$ cat src/rtl/matrix_mult.sv
// 4x4 by 4-vector binary32 product using one multiplier and one adder, stepped one term per cycle.
// Latency 16 cycles from acceptance to the valid_out pulse. No backpressure: requests arriving while busy are dropped.
module matrix_mult (
   input  logic                   clk_in,
   input  logic                   rst_in,
   input  logic                   valid_in,
   input  logic [3:0][3:0][31:0]  mat1_in,
   input  logic [3:0][31:0]       mat2_in,
   output logic                   valid_out,
   output logic [3:0][31:0]       mat_out
);

   localparam logic STATE_IDLE = 1'b0;
   localparam logic STATE_BUSY = 1'b1;
   localparam logic [31:0] QNAN = 32'h7FC00000;

   logic                  r_state;
   logic [3:0]            r_k;
   logic [31:0]           r_acc;
   logic [3:0][3:0][31:0] r_m1;
   logic [3:0][31:0]      r_m2;
   logic                  r_valid;
   logic [3:0][31:0]      r_out;

   logic [1:0]            w_row;
   logic [1:0]            w_col;
   logic [31:0]           w_prod;
   logic [31:0]           w_sum;

   // Rounding is done at full precision first; anything whose final exponent is below 1 flushes to signed zero.
   function automatic logic [31:0] fp_round(input logic s, input logic signed [10:0] ex_in,
                                            input logic [22:0] frac, input logic g, input logic st);
      logic [24:0]        m;
      logic signed [10:0] ex;
      m  = {2'b01, frac} + {24'h0, g & (st | frac[0])};
      ex = ex_in;
      if (m[24]) ex = ex + 11'sd1;
      if (ex >= 11'sd255) return {s, 8'hFF, 23'h0};
      if (ex <= 11'sd0) return {s, 31'h0};
      return {s, ex[7:0], (m[24] ? m[23:1] : m[22:0])};
   endfunction

   function automatic logic [31:0] fp_mul(input logic [31:0] a, input logic [31:0] b);
      logic               s, a_nan, b_nan, a_inf, b_inf, a_zero, b_zero;
      logic [47:0]        prod;
      logic signed [10:0] ex;
      s      = a[31] ^ b[31];
      a_nan  = (a[30:23] == 8'hFF) && (a[22:0] != 23'h0);
      b_nan  = (b[30:23] == 8'hFF) && (b[22:0] != 23'h0);
      a_inf  = (a[30:23] == 8'hFF) && (a[22:0] == 23'h0);
      b_inf  = (b[30:23] == 8'hFF) && (b[22:0] == 23'h0);
      a_zero = (a[30:23] == 8'h00);
      b_zero = (b[30:23] == 8'h00);
      if (a_nan || b_nan || (a_inf && b_zero) || (b_inf && a_zero)) return QNAN;
      if (a_inf || b_inf) return {s, 8'hFF, 23'h0};
      if (a_zero || b_zero) return {s, 31'h0};
      prod = {24'h0, 1'b1, a[22:0]} * {24'h0, 1'b1, b[22:0]};
      ex   = $signed({3'b0, a[30:23]}) + $signed({3'b0, b[30:23]}) - 11'sd127;
      if (prod[47])
         return fp_round(s, ex + 11'sd1, prod[46:24], prod[23], |prod[22:0]);
      return fp_round(s, ex, prod[45:23], prod[22], |prod[21:0]);
   endfunction

   function automatic logic [31:0] fp_add(input logic [31:0] a, input logic [31:0] b);
      logic [31:0]        x, y;
      logic [7:0]         d;
      logic [50:0]        xw, yw, ysh, sum;
      logic [49:0]        norm;
      logic [5:0]         pos;
      logic signed [10:0] ex;
      logic               a_nan, b_nan, a_inf, b_inf, a_zero, b_zero;
      a_nan  = (a[30:23] == 8'hFF) && (a[22:0] != 23'h0);
      b_nan  = (b[30:23] == 8'hFF) && (b[22:0] != 23'h0);
      a_inf  = (a[30:23] == 8'hFF) && (a[22:0] == 23'h0);
      b_inf  = (b[30:23] == 8'hFF) && (b[22:0] == 23'h0);
      a_zero = (a[30:23] == 8'h00);
      b_zero = (b[30:23] == 8'h00);
      if (a_nan || b_nan || (a_inf && b_inf && (a[31] != b[31]))) return QNAN;
      if (a_inf) return {a[31], 8'hFF, 23'h0};
      if (b_inf) return {b[31], 8'hFF, 23'h0};
      if (a_zero && b_zero) return {a[31] & b[31], 31'h0};
      if (a_zero) return b;
      if (b_zero) return a;
      if (a[30:0] < b[30:0]) begin
         x = b; y = a;
      end else begin
         x = a; y = b;
      end
      d  = x[30:23] - y[30:23];
      xw = {2'b01, x[22:0], 26'h0};
      yw = {2'b01, y[22:0], 26'h0};
      // 26 spare low bits keep guard/round exact; anything shifted further collapses into a sticky LSB.
      if (d > 8'd49) begin
         ysh = 51'd1;
      end else begin
         ysh    = yw >> d;
         ysh[0] = ysh[0] | (|(yw & ((51'd1 << d) - 51'd1)));
      end
      sum = (x[31] == y[31]) ? (xw + ysh) : (xw - ysh);
      if (sum == 51'h0) return 32'h0;
      pos = 6'd0;
      for (int i = 0; i < 51; i++)
         if (sum[i]) pos = 6'(i);
      norm = sum[49:0] << (6'd50 - pos);
      ex   = $signed({3'b0, x[30:23]}) + $signed({5'b0, pos}) - 11'sd49;
      return fp_round(x[31], ex, norm[49:27], norm[26], |norm[25:0]);
   endfunction

   always_comb begin
      w_row  = r_k[3:2];
      w_col  = r_k[1:0];
      w_prod = fp_mul(r_m1[w_row][w_col], r_m2[w_col]);
      w_sum  = (w_col == 2'd0) ? w_prod : fp_add(r_acc, w_prod);
   end

   always_ff @(posedge clk_in) begin
      if (rst_in) begin
         r_state <= STATE_IDLE;
         r_k     <= 4'd0;
         r_acc   <= 32'h0;
         r_m1    <= '0;
         r_m2    <= '0;
         r_valid <= 1'b0;
         r_out   <= '0;
      end else begin
         r_valid <= 1'b0;
         case (r_state)
            STATE_IDLE: begin
               if (valid_in) begin
                  r_m1    <= mat1_in;
                  r_m2    <= mat2_in;
                  r_acc   <= 32'h0;
                  r_k     <= 4'd0;
                  r_state <= STATE_BUSY;
               end
            end
            default: begin
               r_acc <= w_sum;
               r_k   <= r_k + 4'd1;
               if (w_col == 2'd3) r_out[w_row] <= w_sum;
               if (r_k == 4'd15) begin
                  r_state <= STATE_IDLE;
                  r_valid <= 1'b1;
               end
            end
         endcase
      end
   end

   assign valid_out = r_valid;
   assign mat_out   = r_out;

endmodule

$ cat config.mk
export PLATFORM = sky130hd
export DESIGN_NAME = matrix_mult
export DESIGN_NICKNAME = d
export VERILOG_FILES = /design/src/rtl/matrix_mult.sv
export SDC_FILE = /design/constraint.sdc
export NUM_CORES = 2
export LEC_CHECK = 0
export BUFFER_PORTS_ARGS = -buffer_cell sky130_fd_sc_hd__buf_2
export CORE_ASPECT_RATIO = 1.25
export CORE_MARGIN = 10
export CORE_UTILIZATION = 35
export DETAILED_ROUTE_END_ITERATION = 10
export HOLD_SLACK_MARGIN = 0.15
export MAX_ROUTING_LAYER = met4
export SLEW_MARGIN = 10
export SYNTH_ARGS = -nofsm -noshare
export SYNTH_HDL_FRONTEND = slang
export SYNTH_SLANG_ARGS = --single-unit
$ cat constraint.sdc
create_clock -name clk_in -period 38.9 [get_ports clk_in]
set_input_delay 7.78 -clock clk_in [delete_from_list [all_inputs] [get_ports clk_in]]
set_output_delay 7.78 -clock clk_in [all_outputs]
set_load 0.01 [all_outputs]
Word level (Yosys, flattened, before mapping)
Cells that the tools add are included.
Widths: inputs -> output; s select.
- register bits: 806
- input port bits: 643
- output and inout bits: 129
- word-level logic and storage cells: 353
- $add $sub $neg: 16
- $mul: 1
- $lt $le $gt $ge: 11
- equality and inequality tests: 8
- shift-type cells: 3
- mux-type cells: 232
- bitwise operators: 11
- reductions and logical operators: 43
- operators by type and width (cell ; count):
    $mux 32 ; 57
    $mux 51 ; 8
    $mux 6 ; 56
    $bmux 128 s2 ; 1
    $mux 11 ; 18
    $bmux 32 s2 ; 2
    $bwmux 128 ; 1
    $mux 128 ; 1
    $logic_not 23->1 ; 4
    $reduce_bool 23->1 ; 4
    $mux 1 ; 82
    $add 24x1->25 ; 3
    $mux 23 ; 3
    $demux 32 s2 ; 1
    $add 50x51->51 ; 1
    $and 50x51->51 ; 1
    $logic_not 51->1 ; 1
    $reduce_or 51->1 ; 1
    $shl 1x8->51 const A ; 1
    $shr 50x8->51 ; 1
    $sub 50x51->51 ; 1
    $sub 51x1->51 const B ; 1
    $shl 50x6->50 ; 1
    $mul 24x24->48 ; 1
    35 further kinds ; 74

Longest topological paths before layout
- depth in word-level cells: 178
- depth in mapped cells: 130
- gate-level depth less buffers: 114

Worst setup path before layout
No wires, ideal clock.
- path type: flip-flop to flip-flop
- start: reg r_k[3]
- end: reg r_out, in the netlist mat_out[20]
- setup time: 0.143 ns
- arrival: 27.103 ns
- required time: 38.757 ns
- slack: 11.653 ns
- cell stages (with the launch flop): 118
- path buffers: 15
- period minus slack after synthesis: 27.247 ns
- cells stage by stage: dfxtp_1 buf_2 buf_2 buf_2 buf_1 buf_1 mux4_2 nand2_1 nand2_1 o21ai_0 clkbuf_1 nor2_1 fa_1 inv_1 fa_1 fa_1 fa_1 fa_1 (+82 left out) clkbuf_1 buf_1 clkbuf_1 mux4_2 a211o_1 nor3_1 ha_1 inv_1 nor4_2 nor4b_2 nand3_2 nor3_1 o21ai_1 o211ai_1 buf_2 nor3_1 a221oi_1 a211oi_1
- word-level cells in the longest chain between the ends: 143
- elaborated cells between the ends (all ways): 280
- RTL lines (element ; RTL line ; RTL):
    from (decl) ; 18 ; logic [3:0] r_k;
    from (signal assigned) ; 139 ; r_k <= r_k + 4'd1;
    $bmux 128 s2 ; 112 ; w_prod = fp_mul(r_m1[w_row][w_col], r_m2[w_col]);
    $mux 128 (implied by the code) ; 112 ;
    $bmux 32 s2 ; 112 ;
    $mux 32 (implied by the code) ; 112 ;
    $mul 24x24->48 ; 57 ; prod = {24'h0, 1'b1, a[22:0]} * {24'h0, 1'b1, b[22:0]};
    $reduce_or 23->1 ; 60 ; return fp_round(s, ex + 11'sd1, prod[46:24], prod[23], |prod[22:0]);
    $or 1x1->1 ; 35 ; m = {2'b01, frac} + {24'h0, g & (st | frac[0])};
    $and 1x1->1 ; 35 ;
    (+127 left out) ; n/a ;
    $mux 32 ; 84 ; if (a[30:0] < b[30:0]) begin
    $mux 32 ; 83 ; if (b_zero) return a;
    $mux 32 ; 82 ; if (a_zero) return b;
    $mux 32 ; 81 ; if (a_zero && b_zero) return {a[31] & b[31], 31'h0};
    $mux 32 ; 80 ; if (b_inf) return {b[31], 8'hFF, 23'h0};
    $mux 32 ; 79 ; if (a_inf) return {a[31], 8'hFF, 23'h0};
    $mux 32 ; 113 ; w_sum = (w_col == 2'd0) ? w_prod : fp_add(r_acc, w_prod);
    $bwmux 128 * ; 140 ; if (w_col == 2'd3) r_out[w_row] <= w_sum;
    to (signal, indexed assignment) ; 140 ;
    to (decl) ; 23 ; logic [3:0][31:0] r_out;
Every way passes the cells marked *; elsewhere a longest branch is shown, timed or not. The select of a mux whose other input is x is not followed.
A chain may end at the register's enable or synchronous reset.

Worst setup path after layout
- start: reg r_k[3]
- end: reg r_out, in the netlist mat_out[18]
Same word-level chain as after synthesis.

==> impl_metrics.ini <==
[cells_and_area]
fin_nets = 10906
area_growth_pct = 12.6
ff_latch_area_mm2 = 0.0162
n_fill_cell = 21307
multiInputGateArea_mm2 = 0.0502
drive_gt1_share_pct = 15.6

[sta]
tightest_slew_ps = 1420
maxClockFrequency_ghz = 0.0293
slew_headroom_pct = 4.49
rsz0062_at_grt = false
finClkSkew_ps = 34.3
finalCritPeriodShare_pct = 87.8
drv_slew = 0
tns_ps = 0
setup_viol = 0
fin_crit_ps = 34140
hold_viol = 0

[global_routing]
grt_first_pass_wirelength_um = 486000
overflow = 0
grt_pass1_vias = 71949
grt_usage_pct = 29.6
grt_max_degree = 220
grt_antenna_before_repair = 40

[placement]
numPortBuffers = 771
gp_congestion = 1.03
hpwl_um = 269000

[synth]
syn_inst = 9113
avgSynthCellArea_um2 = 7.85
synth_edf_count = 0
yosys.cell_count.top_type = nand2_1
synth_seq_area_share_pct = 22.5
synthTopCellsByCount = 2074 x nand2_1, 979 x a21oi_1, 806 x dfxtp_1
synth_top_area_cell = dfxtp_1
synthTopCellsByArea = dfxtp_1 23%, fa_1 14%, nand2_1 11%
syn-num-nets = 10534
ys_ff_latch = 806
synth_top_area_share_pct = 22.5
ys_warn_count = 0
synth.distinct_cells = 141
syn_area_mm2 = 0.0716
async_flop_share_pct = 0
synth-main-ff-cell = dfxtp_1

[detailed_routing]
drtAntennaViolNets = 0
num_vias = 71593
routedWlPerCell_um = 27.2
routed_wl_um = 335000
drc = 0
drt_iter0_drc = 7489
firstDrtPassIters = 8
viasPerCell = 5.82

[min_path]
hold_path_depth = 2
min_from = r_m2[80]
hold_end = r_m2[80]
min_path_type = reg2reg

[clock_tree]
clkTransAtPathRegs_ps = 70
cts.sinks = 806
clock_tree.root_cell = clkbuf_16
htree_levels = 3
clk_latency_ps = 680
hold_buffers = 0
cts_setup_buffers = 0
numCtsBuffers = 75
cts_resized = 0
clock_path_buffers = 3
cts_tree = done

[worst_setup_path]
crit_start = r_k[3]
reg2reg_setup_slack_ps = 4760
critical_path_arrival_ps = 34720
r2r-end = mat_out[18]
path_buf_inv = 14
crit_fanout = 86
cp_slowest_stage_delay_ps = 1000
start_kind = flop
cp_slowest_cell = or4_1
critPathKind = reg2reg
reg2regPathDepth = 109
timing.rr.start = r_k[3]
cpLargestDelayFamily = compound AO/OA/AOI/OAI gates
crit_required_ps = 39480
end_kind = flop

[floorplanning]
pin_count = 772
core_area_mm2 = 0.203
dieArea_mm2 = 0.223
die_y_um = 526
start_util_pct = 35.2
die_x_um = 424
rows = 185

[status]
outcome = finished clean

[flow_run]
drv_cap = 0
-- per-layer routing --
metal	part of all wire, %	vias to the layer above	track usage, %
li1	-	31931	-
met1	37	35272	32.8
met2	48	3486	49.3
met3	5.9	904	3.16
met4	8.8	0	21.5
met5	0	-	-
-- worst max-delay path by stage --
stage / to / slack, ps / cells past startpoint
detailed placement: mat_out[18] / 5310 / 109
floorplan: mat_out[20] / 11650 / 117
finish: mat_out[18] / 4760 / 109
CTS: mat_out[18] / 5190 / 109
global placement: mat_out[18] / 5760 / 107
global route: mat_out[18] / 2290 / 108
-- metrics by stage --
| stage | worst slack [ps] | hold slack [ps] | std cells | cell area (µm²) | util (%) |
|---|---|---|---|---|---|
| floorplan | 11650 | 433 | 9113 | 71600 | - |
| global placement | 5760 | 438 | 12115 | 77600 | 38.2 |
| detailed placement | 5310 | 444 | 12119 | 77700 | 38.2 |
| CTS | 5190 | 452 | 12259 | 80400 | 39.6 |
| global route | 2290 | 466 | 12299 | 80500 | 39.6 |
| finish | 4760 | 451 | 12307 | 80600 | 39.6 |
-- final cells by class --
class / count / area share, %
Sequential cell: 806 / 20.0
Inverter: 774 / 3.61
Multi-Input combinational cell: 6915 / 62.3
Timing Repair Buffer: 913 / 6.21
Clock inverter: 41 / 0.806
Clock buffer: 99 / 2.63
Antenna cell: 48 / 0.149
Tap cell: 2711 / 4.21
-- sequential cells by signal, indices dropped and copies added, names as in the netlist --
signal     count
valid_out      1
r_state        1
r_m2         128
mat_out      128
r_k            4
r_m1         512
r_acc         32
-- worst register-to-register path: cells and delay by family, from the launching register on --
kind,cells,cell delay (ps)
flops,1,470
xor+xnor,1,360
simple gates,28,9250
fa+ha+maj,14,5450
buf+inv,14,3750
compound gates,45,11410
mux,7,3330
-- cells in the final DEF (no fill, tap or decap), types with 31 or more instances in the layout --
cell       instances
mux2_2            56
nand2b_1          38
nand3_1          130
xor2_1            60
xnor2_1          107
o211ai_1          42
mux2i_1          102
nand2_1         2073
buf_2            772
ha_1             290
buf_4            134
o21a_1            34
a21o_1            66
nand4_1           87
dfxtp_1          802
a22o_1            31
o21ai_1           52
diode_2           48
mux4_2           224
or3_1             48
o21ai_0          214
nor2_1           614
a21oi_1          978
and2_1            65
and3_1            31
a31oi_1           49
nor3_1           160
a211oi_1         114
nor4_1            81
inv_1            756
clkbuf_16         76
fa_1             485
-- cell families (layout without fill, tap and decap cells) --
logic type / after synthesis / in the layout / share of synthesized area [%]
AND/OR/NAND/NOR: 3551 / 3551 / 21.7
AO/OA/AOI/OAI: 2025 / 2025 / 17.8
buffers and inverters: 1392 / 1827 / 7.55
flip-flops: 806 / 806 / 22.5
adder cells (fa/ha/maj): 778 / 778 / 18.7
multiplexers: 390 / 390 / 9.55
XOR/XNOR: 171 / 171 / 2.11
other: 0 / 48 / 0
Power is not shown: default switching activity piles up to over one toggle a cycle in this logic, so the estimate is an artifact.
